## config.mk

```make
export PLATFORM = sky130hd
export DESIGN_NAME = uart_reg_master
export DESIGN_NICKNAME = d
export VERILOG_FILES = /design/src/rtl/uart_reg_master.sv
export SDC_FILE = /design/constraint.sdc
export NUM_CORES = 1
export LEC_CHECK = 0
export ABC_AREA = 1
export BUFFER_PORTS_ARGS = -buffer_cell sky130_fd_sc_hd__buf_2
export CAP_MARGIN = 0
export CORE_MARGIN = 4
export CORE_UTILIZATION = 58
export DETAILED_ROUTE_END_ITERATION = 10
export PLACE_DENSITY = 0.76
export SLEW_MARGIN = 20
export SYNTH_ARGS = -nofsm -noshare
export SYNTH_HDL_FRONTEND = slang
export SYNTH_SLANG_ARGS = --single-unit
```

## constraint.sdc

```tcl
create_clock -name clk_i -period 2.2 [get_ports clk_i]
set_input_delay 0.22 -clock clk_i [delete_from_list [all_inputs] [get_ports clk_i]]
set_output_delay 0.22 -clock clk_i [all_outputs]
set_load 0.005 [all_outputs]
```

## src/rtl/uart_reg_master.sv

```systemverilog
// ---------------------------------------------------------------------------
// uart_reg_master
//
// Debug/host link that turns byte commands received on a UART line into
// single 32-bit register-bus reads and writes, and returns a status byte
// (plus read data for reads) on the UART transmit line.
//
// Serial format is 8N1, LSB first. Every bit lasts ClkDivider clock cycles.
//
// Command frames (address and data little-endian):
//   read  : 0x01 A0 A1 A2 A3             -> response: status R0 R1 R2 R3
//   write : 0x02 A0 A1 A2 A3 D0 D1 D2 D3 -> response: status
//   other : any other first byte         -> response: 0xFF
// status = 0x00 OK, 0x01 responder error.
//
// Ports:
//   clk_i        system clock
//   rst_ni       asynchronous active-low reset
//   uart_rx_i    serial command input (idle high, asynchronous to clk_i)
//   uart_tx_o    serial response output (idle high)
//   reg_valid_o  request valid, held until reg_ready_i is seen
//   reg_write_o  1 = write, 0 = read
//   reg_addr_o   byte address
//   reg_wdata_o  write data
//   reg_wstrb_o  byte strobes, always 4'hF
//   reg_rdata_i  read data, valid while reg_ready_i = 1
//   reg_error_i  responder error, valid while reg_ready_i = 1
//   reg_ready_i  responder accepts/completes the request
//   busy_o       high from the opcode byte until the last response stop bit
// ---------------------------------------------------------------------------
module uart_reg_master #(
  parameter int ClkDivider    = 434,
  parameter int TimeoutCycles = 2_000_000
) (
  input  logic        clk_i,
  input  logic        rst_ni,
  input  logic        uart_rx_i,
  output logic        uart_tx_o,
  output logic        reg_valid_o,
  output logic        reg_write_o,
  output logic [31:0] reg_addr_o,
  output logic [31:0] reg_wdata_o,
  output logic [3:0]  reg_wstrb_o,
  input  logic [31:0] reg_rdata_i,
  input  logic        reg_error_i,
  input  logic        reg_ready_i,
  output logic        busy_o
);

  localparam int CntW = $clog2(ClkDivider);
  localparam int TmoW = $clog2(TimeoutCycles + 1);

  localparam logic [CntW-1:0] BitLast  = CntW'(ClkDivider - 1);
  localparam logic [CntW-1:0] HalfLast = CntW'(ClkDivider / 2 - 1);
  localparam logic [TmoW-1:0] TmoLimit = TmoW'(TimeoutCycles);

  // -------------------------------------------------------------------------
  // RX: synchroniser, start-bit validation, mid-bit sampling
  // -------------------------------------------------------------------------
  typedef enum logic [1:0] {RX_IDLE, RX_START, RX_DATA, RX_STOP} rx_state_e;

  rx_state_e       rx_state;
  logic            rx_meta, rx_sync, rx_prev;
  logic [CntW-1:0] rx_cnt;
  logic [2:0]      rx_bit;
  logic [7:0]      rx_byte;
  logic            rx_valid;
  logic            rx_ferr;

  // Synchroniser resets to the idle-high line level so reset release never
  // looks like a start bit.
  // NOTE: sequential state is always assigned with <=; blocking assignments
  // here would make the flops order-dependent and break the shift chain.
  always_ff @(posedge clk_i or negedge rst_ni) begin
    if (!rst_ni) begin
      rx_meta <= 1'b1;
      rx_sync <= 1'b1;
      rx_prev <= 1'b1;
    end else begin
      rx_meta <= uart_rx_i;
      rx_sync <= rx_meta;
      rx_prev <= rx_sync;
    end
  end

  always_ff @(posedge clk_i or negedge rst_ni) begin
    if (!rst_ni) begin
      rx_state <= RX_IDLE;
      rx_cnt   <= '0;
      rx_bit   <= '0;
      rx_byte  <= '0;
      rx_valid <= 1'b0;
      rx_ferr  <= 1'b0;
    end else begin
      rx_valid <= 1'b0;
      rx_ferr  <= 1'b0;
      unique case (rx_state)
        RX_IDLE: begin
          rx_cnt <= '0;
          rx_bit <= '0;
          if (rx_prev && !rx_sync) rx_state <= RX_START;
        end
        RX_START: begin
          // Half a bit in: a high line means the falling edge was a glitch.
          if (rx_cnt == HalfLast) begin
            rx_cnt   <= '0;
            rx_state <= rx_sync ? RX_IDLE : RX_DATA;
          end else begin
            rx_cnt <= rx_cnt + 1'b1;
          end
        end
        RX_DATA: begin
          if (rx_cnt == BitLast) begin
            rx_cnt  <= '0;
            rx_byte <= {rx_sync, rx_byte[7:1]};
            rx_bit  <= rx_bit + 1'b1;
            if (rx_bit == 3'd7) rx_state <= RX_STOP;
          end else begin
            rx_cnt <= rx_cnt + 1'b1;
          end
        end
        RX_STOP: begin
          if (rx_cnt == BitLast) begin
            rx_cnt   <= '0;
            rx_state <= RX_IDLE;
            if (rx_sync) rx_valid <= 1'b1;
            else         rx_ferr  <= 1'b1;
          end else begin
            rx_cnt <= rx_cnt + 1'b1;
          end
        end
        default: rx_state <= RX_IDLE;
      endcase
    end
  end

  // -------------------------------------------------------------------------
  // Command FSM
  // -------------------------------------------------------------------------
  typedef enum logic [2:0] {ST_IDLE, ST_ADDR, ST_DATA, ST_REQ, ST_RESP} state_e;

  state_e          state_q, state_d;
  logic [1:0]      byte_cnt;
  logic            is_write;
  logic [TmoW-1:0] tmo_cnt;
  logic [39:0]     resp_buf;   // byte 0 in [7:0]; shifts down as bytes go out
  logic [2:0]      resp_last;  // index of the final response byte
  logic            tx_first;
  logic [CntW-1:0] tx_cnt;
  logic [3:0]      tx_bit;     // 0 = start, 1..8 = data, 9 = stop
  logic [2:0]      tx_byte;
  logic            tx_line;

  logic opcode_ok, tmo_hit, tx_done;

  assign opcode_ok = (rx_byte == 8'h01) || (rx_byte == 8'h02);
  assign tmo_hit   = (tmo_cnt == TmoLimit);
  assign tx_done   = !tx_first && (tx_cnt == BitLast) && (tx_bit == 4'd9) &&
                     (tx_byte == resp_last);

  always_ff @(posedge clk_i or negedge rst_ni) begin
    if (!rst_ni) state_q <= ST_IDLE;
    else         state_q <= state_d;
  end

  // NOTE: state_d gets a default before the case so every path assigns it
  // and no latch is inferred.
  always_comb begin
    state_d = state_q;
    unique case (state_q)
      ST_IDLE: begin
        if (rx_valid) state_d = opcode_ok ? ST_ADDR : ST_RESP;
      end
      ST_ADDR: begin
        if (rx_ferr || tmo_hit)               state_d = ST_IDLE;
        else if (rx_valid && byte_cnt == 2'd3) state_d = is_write ? ST_DATA : ST_REQ;
      end
      ST_DATA: begin
        if (rx_ferr || tmo_hit)               state_d = ST_IDLE;
        else if (rx_valid && byte_cnt == 2'd3) state_d = ST_REQ;
      end
      ST_REQ: begin
        if (reg_ready_i) state_d = ST_RESP;
      end
      ST_RESP: begin
        if (tx_done) state_d = ST_IDLE;
      end
      default: state_d = ST_IDLE;
    endcase
  end

  always_comb begin
    reg_valid_o = (state_q == ST_REQ);
    reg_write_o = is_write;
    reg_wstrb_o = 4'hF;
    busy_o      = (state_q != ST_IDLE);
    uart_tx_o   = tx_line;
  end

  // -------------------------------------------------------------------------
  // Frame collection, request capture and response serialiser
  // -------------------------------------------------------------------------
  always_ff @(posedge clk_i or negedge rst_ni) begin
    if (!rst_ni) begin
      byte_cnt    <= '0;
      is_write    <= 1'b0;
      reg_addr_o  <= '0;
      reg_wdata_o <= '0;
      tmo_cnt     <= '0;
      resp_buf    <= '0;
      resp_last   <= '0;
      tx_first    <= 1'b1;
      tx_cnt      <= '0;
      tx_bit      <= '0;
      tx_byte     <= '0;
      tx_line     <= 1'b1;
    end else begin
      // Byte collection; byte_cnt wraps to 0 after each 4-byte field.
      if (state_q == ST_IDLE) begin
        byte_cnt <= '0;
        if (rx_valid && opcode_ok) is_write <= (rx_byte == 8'h02);
      end else if (rx_valid && (state_q == ST_ADDR || state_q == ST_DATA)) begin
        byte_cnt <= byte_cnt + 1'b1;
      end

      if (state_q == ST_ADDR && rx_valid) reg_addr_o  <= {rx_byte, reg_addr_o[31:8]};
      if (state_q == ST_DATA && rx_valid) reg_wdata_o <= {rx_byte, reg_wdata_o[31:8]};

      // Inter-byte timeout, only while a frame is partially received.
      if ((state_q == ST_ADDR || state_q == ST_DATA) && !rx_valid) tmo_cnt <= tmo_cnt + 1'b1;
      else                                                         tmo_cnt <= '0;

      // Response capture.
      if (state_q == ST_IDLE && rx_valid && !opcode_ok) begin
        resp_buf  <= {32'h0, 8'hFF};
        resp_last <= 3'd0;
      end else if (state_q == ST_REQ && reg_ready_i) begin
        resp_buf  <= {reg_rdata_i, 7'h00, reg_error_i};
        resp_last <= is_write ? 3'd0 : 3'd4;
      end

      // TX: tx_line is the registered line; it is loaded with the next bit
      // value on the edge that ends the current bit. The entry cycle of RESP
      // only launches the first start bit.
      if (state_q != ST_RESP) begin
        tx_first <= 1'b1;
        tx_cnt   <= '0;
        tx_bit   <= '0;
        tx_byte  <= '0;
        tx_line  <= 1'b1;
      end else if (tx_first) begin
        tx_first <= 1'b0;
        tx_line  <= 1'b0;
      end else if (tx_cnt != BitLast) begin
        tx_cnt <= tx_cnt + 1'b1;
      end else begin
        tx_cnt <= '0;
        if (tx_bit == 4'd9) begin
          tx_bit <= '0;
          if (tx_byte == resp_last) begin
            tx_line <= 1'b1;
          end else begin
            // Back-to-back: next start bit follows the stop bit directly.
            tx_byte  <= tx_byte + 1'b1;
            resp_buf <= {8'h00, resp_buf[39:8]};
            tx_line  <= 1'b0;
          end
        end else begin
          tx_bit  <= tx_bit + 1'b1;
          tx_line <= (tx_bit == 4'd8) ? 1'b1 : resp_buf[tx_bit[2:0]];
        end
      end
    end
  end

endmodule

```

==> run summary <==
Outcome: complete, no violations
Diode count: 0
Die H: 127 um
Synth warn: 0
CTS Buf Count: 17
Routed WL: 18,000 um
Slew HR: 60.1%
Placed Cells incl. Taps: 1,293
Highest Signal Layer: met4
Hold endpoint: resp_buf[35]$_DFF_PN0_
Flop2flop setup slack: 0.29 ns
Core area: 0.0139 mm2
Post-synth EDFFs: 0
Post-DP HPWL: 12,400 um
Final setup viols: 0
1st-pass router iterations: 5
Vias in the first global route: 6,325
Synthesized cell area: 0.00824 mm2
Global placement routability congestion: 0.850
Main synth FF type: dfrtp_1
Initial cell density of the core: 59.3%
Clock power share: 44.1%
Synth-to-Final Area Change: 15.7%
Worst reg2reg endpoint: resp_buf[11]$_DFF_PN0_
Min-Delay Path Depth: 3
Share of cells above drive strength 1: 15.1%
Htree depth: 4
WP data required: 2.56 ns
P_int: 0.00503 W
Maximum clock rate: 0.525 GHz
Mean Syn Cell Area: 8.00 um2
Power Total: 0.00664 W
Die extent in x: 127 um
Global-route wire length before repair: 30,600 um
Share of the synthesized area in the top cell type: 52.2%
Post-Synthesis Cells: 1,030
Max_cap viols: 0
Final net count: 1,186
Die area: 0.0162 mm2
Largest net degree at the start of global routing: 53
Met2 WL: 8750 um
Worst VDD drop: 0.548 mV
FF-to-FF Start: tx_bit[1]$_DFFE_PN0P_
Congestion Overflow GR: 0
Worst setup SP type: flop
Comb pwr share: 5.3%
Leading cell type in the layout, fill and taps excluded: nand2_1
Hold_sp: reg_rdata_i[27]
Critical path arrival: 2.27 ns
Reg power frac: 50.5%
Setup CP Type: reg2reg
FF-to-FF path depth: 10
Setup Fix Bufs, Post-CTS: 0
I/O pins: 109
Hold Fails Final Rpt: 0
CTS root buf: clkbuf_16
FP Rows: 43
Yosys top cell by area: dfrtp_1
Number of antenna-violating nets in the routed design: 0
Crit end category: flop
Hold Buf Count CTS: 2
Minimum clock period: 1.91 ns
RSZ-0062 raised after global routing: no
Final Cell Area: 0.00953 mm2
Leak pwr: 5.09 nW
Clock Latency Late Sink: 0.43 ns
All-Layer GR Usage: 23.3%
Sequential area share after synthesis: 53.8%
Sw power: 0.00160 W
CTS clock-pin slew for the worst setup and hold paths: 0.07 ns
Clk sinks: 177
Synth cell types: 39
Port Buffer Count: 104
CTS tree: built
Antenna violations before repair: 0
Met1 Wirelength: 8200 um
Period utilization: 86.6%
HP Class: in2reg
Switching share of power: 24.1%
Placed Instance Area: 0.00894 mm2
Routed wl met3: 717 um
Worst Max-Slew Pin Slew: 0.597 ns
Async S/R FF share, synth: 100%
DRC Markers: 0
Worst Skew: 0.00621 ns
Setup Total Neg Slack: 0 ns
1st-iter DRT viols: 410
Via density: 5.12
Power per cell area: 696 mW/mm2
Clock Tree Buf Depth: 2
Yosys reg bits: 177
Fillers: 1,196
CP Max Fanout: 25
Most frequent cells in the layout: nand2_1, dfrtp_1, buf_2
Non-filler cells, final: 1,327
Slew Limit Fails: 0
WL per Instance: 13.5 um
Vias: 6,794
Synth area leaders: dfrtp_1, nand2_1, inv_1
Post-CTS Resized: 0
worst max-delay path by stage:
stage	start	to	slack, ns	cells after the start
final	tx_bit[1]$_DFFE_PN0P_	resp_buf[11]$_DFF_PN0_	0.29	10
after global routing	tx_bit[1]$_DFFE_PN0P_	resp_buf[12]$_DFF_PN0_	0.02	10
after CTS	tx_bit[1]$_DFFE_PN0P_	resp_buf[12]$_DFF_PN0_	0.31	10
after detailed placement	tx_bit[1]$_DFFE_PN0P_	resp_buf[18]$_DFF_PN0_	0.33	10
after global placement	tx_bit[1]$_DFFE_PN0P_	resp_buf[1]$_DFF_PN0_	0.39	10
after floorplan	tx_bit[1]$_DFFE_PN0P_	resp_buf[0]$_DFF_PN0_	0.58	10
flip-flops by register name, summed over array words and instances (netlist names), 2 cells and up, named ones only:
| register | flops |
|---|---|
| reg_addr_o | 32 |
| rx_cnt | 9 |
| resp_buf | 40 |
| rx_bit | 3 |
| rx_byte | 8 |
| tx_byte | 3 |
| tx_bit | 4 |
| tx_cnt | 9 |
| state_q | 3 |
| byte_cnt | 2 |
| reg_wdata_o | 32 |
| tmo_cnt | 21 |
worst max-delay path, cell delays in order, from the launching register on:
cell     delay [ns]
dfrtp_1        0.41
inv_1          0.16
ha_1           0.17
nand2_1        0.07
nor2_1         0.12
nand2_1        0.09
nor2_2         0.18
nand2_1        0.10
inv_2          0.33
nand2_1        0.11
nand2_1        0.09
per-layer routing:
metal	vias up	GRT usage, %
met4	0	7.44
met5	-	0
met3	23	4.60
met1	3187	31.9
li1	3449	-
met2	135	37.8
metrics by stage:
stage	setup WS (ns)	utilization [%]	hold WS (ns)
finish	0.295	68.7	0.0410
detailed placement	0.333	64.4	0.120
global route	0.0191	68.7	0.0233
CTS	0.306	68.7	0.0320
global placement	0.388	64.4	0.123
floorplan	0.583	-	-0.0756
cell families after synthesis:
logic type	Yosys count	synth area share (%)
AND/OR/NAND/NOR	591	29.2
adder cells (fa/ha/maj)	15	2.28
flip-flops	177	53.8
other	1	0.0455
buffers and inverters	127	6.55
multiplexers	1	0.122
XOR/XNOR	9	0.957
AO/OA/AOI/OAI	109	6.97
cells in the mapped netlist (2+ instances only):
master / instances
nand2_1: 422
dfrtp_1: 172
inv_1: 80
nor2_1: 71
nand3_1: 60
o21ai_0: 59
a21oi_1: 26
buf_2: 17
ha_1: 15
nor3_1: 12
clkbuf_1: 11
buf_4: 9
nand4_1: 9
inv_2: 8
o21ai_1: 8
xor2_1: 7
o22ai_1: 6
dfstp_2: 5
nor2_2: 4
a31oi_1: 3
nand2_2: 3
nor4_1: 2
o211ai_1: 2
o21a_1: 2
o31ai_1: 2
xnor2_1: 2
power groups by stage:
stage / clock [W] / sequential [W] / combinational, W
after floorplan: 0 / 0.00340 / 0.000206
after global placement: 0 / 0.00341 / 0.000353
after detailed placement: 0 / 0.00342 / 0.000356
after CTS: 0.00296 / 0.00335 / 0.000361
after global routing: 0.00311 / 0.00336 / 0.000411
final: 0.00293 / 0.00335 / 0.000353
final cells by class:
| type | count | area [um2] | share of cell area, % |
|---|---|---|---|
| Clock inverter | 13 | 129 | 1.35 |
| Timing Repair Buffer | 120 | 689 | 7.23 |
| Multi-Input combinational cell | 729 | 3270 | 34.4 |
| Clock buffer | 19 | 443 | 4.65 |
| Tap cell | 180 | 225 | 2.36 |
| Sequential cell | 177 | 4440 | 46.5 |
| Inverter | 89 | 334 | 3.51 |
No activity file was read; power rests on OpenSTA's default activity.
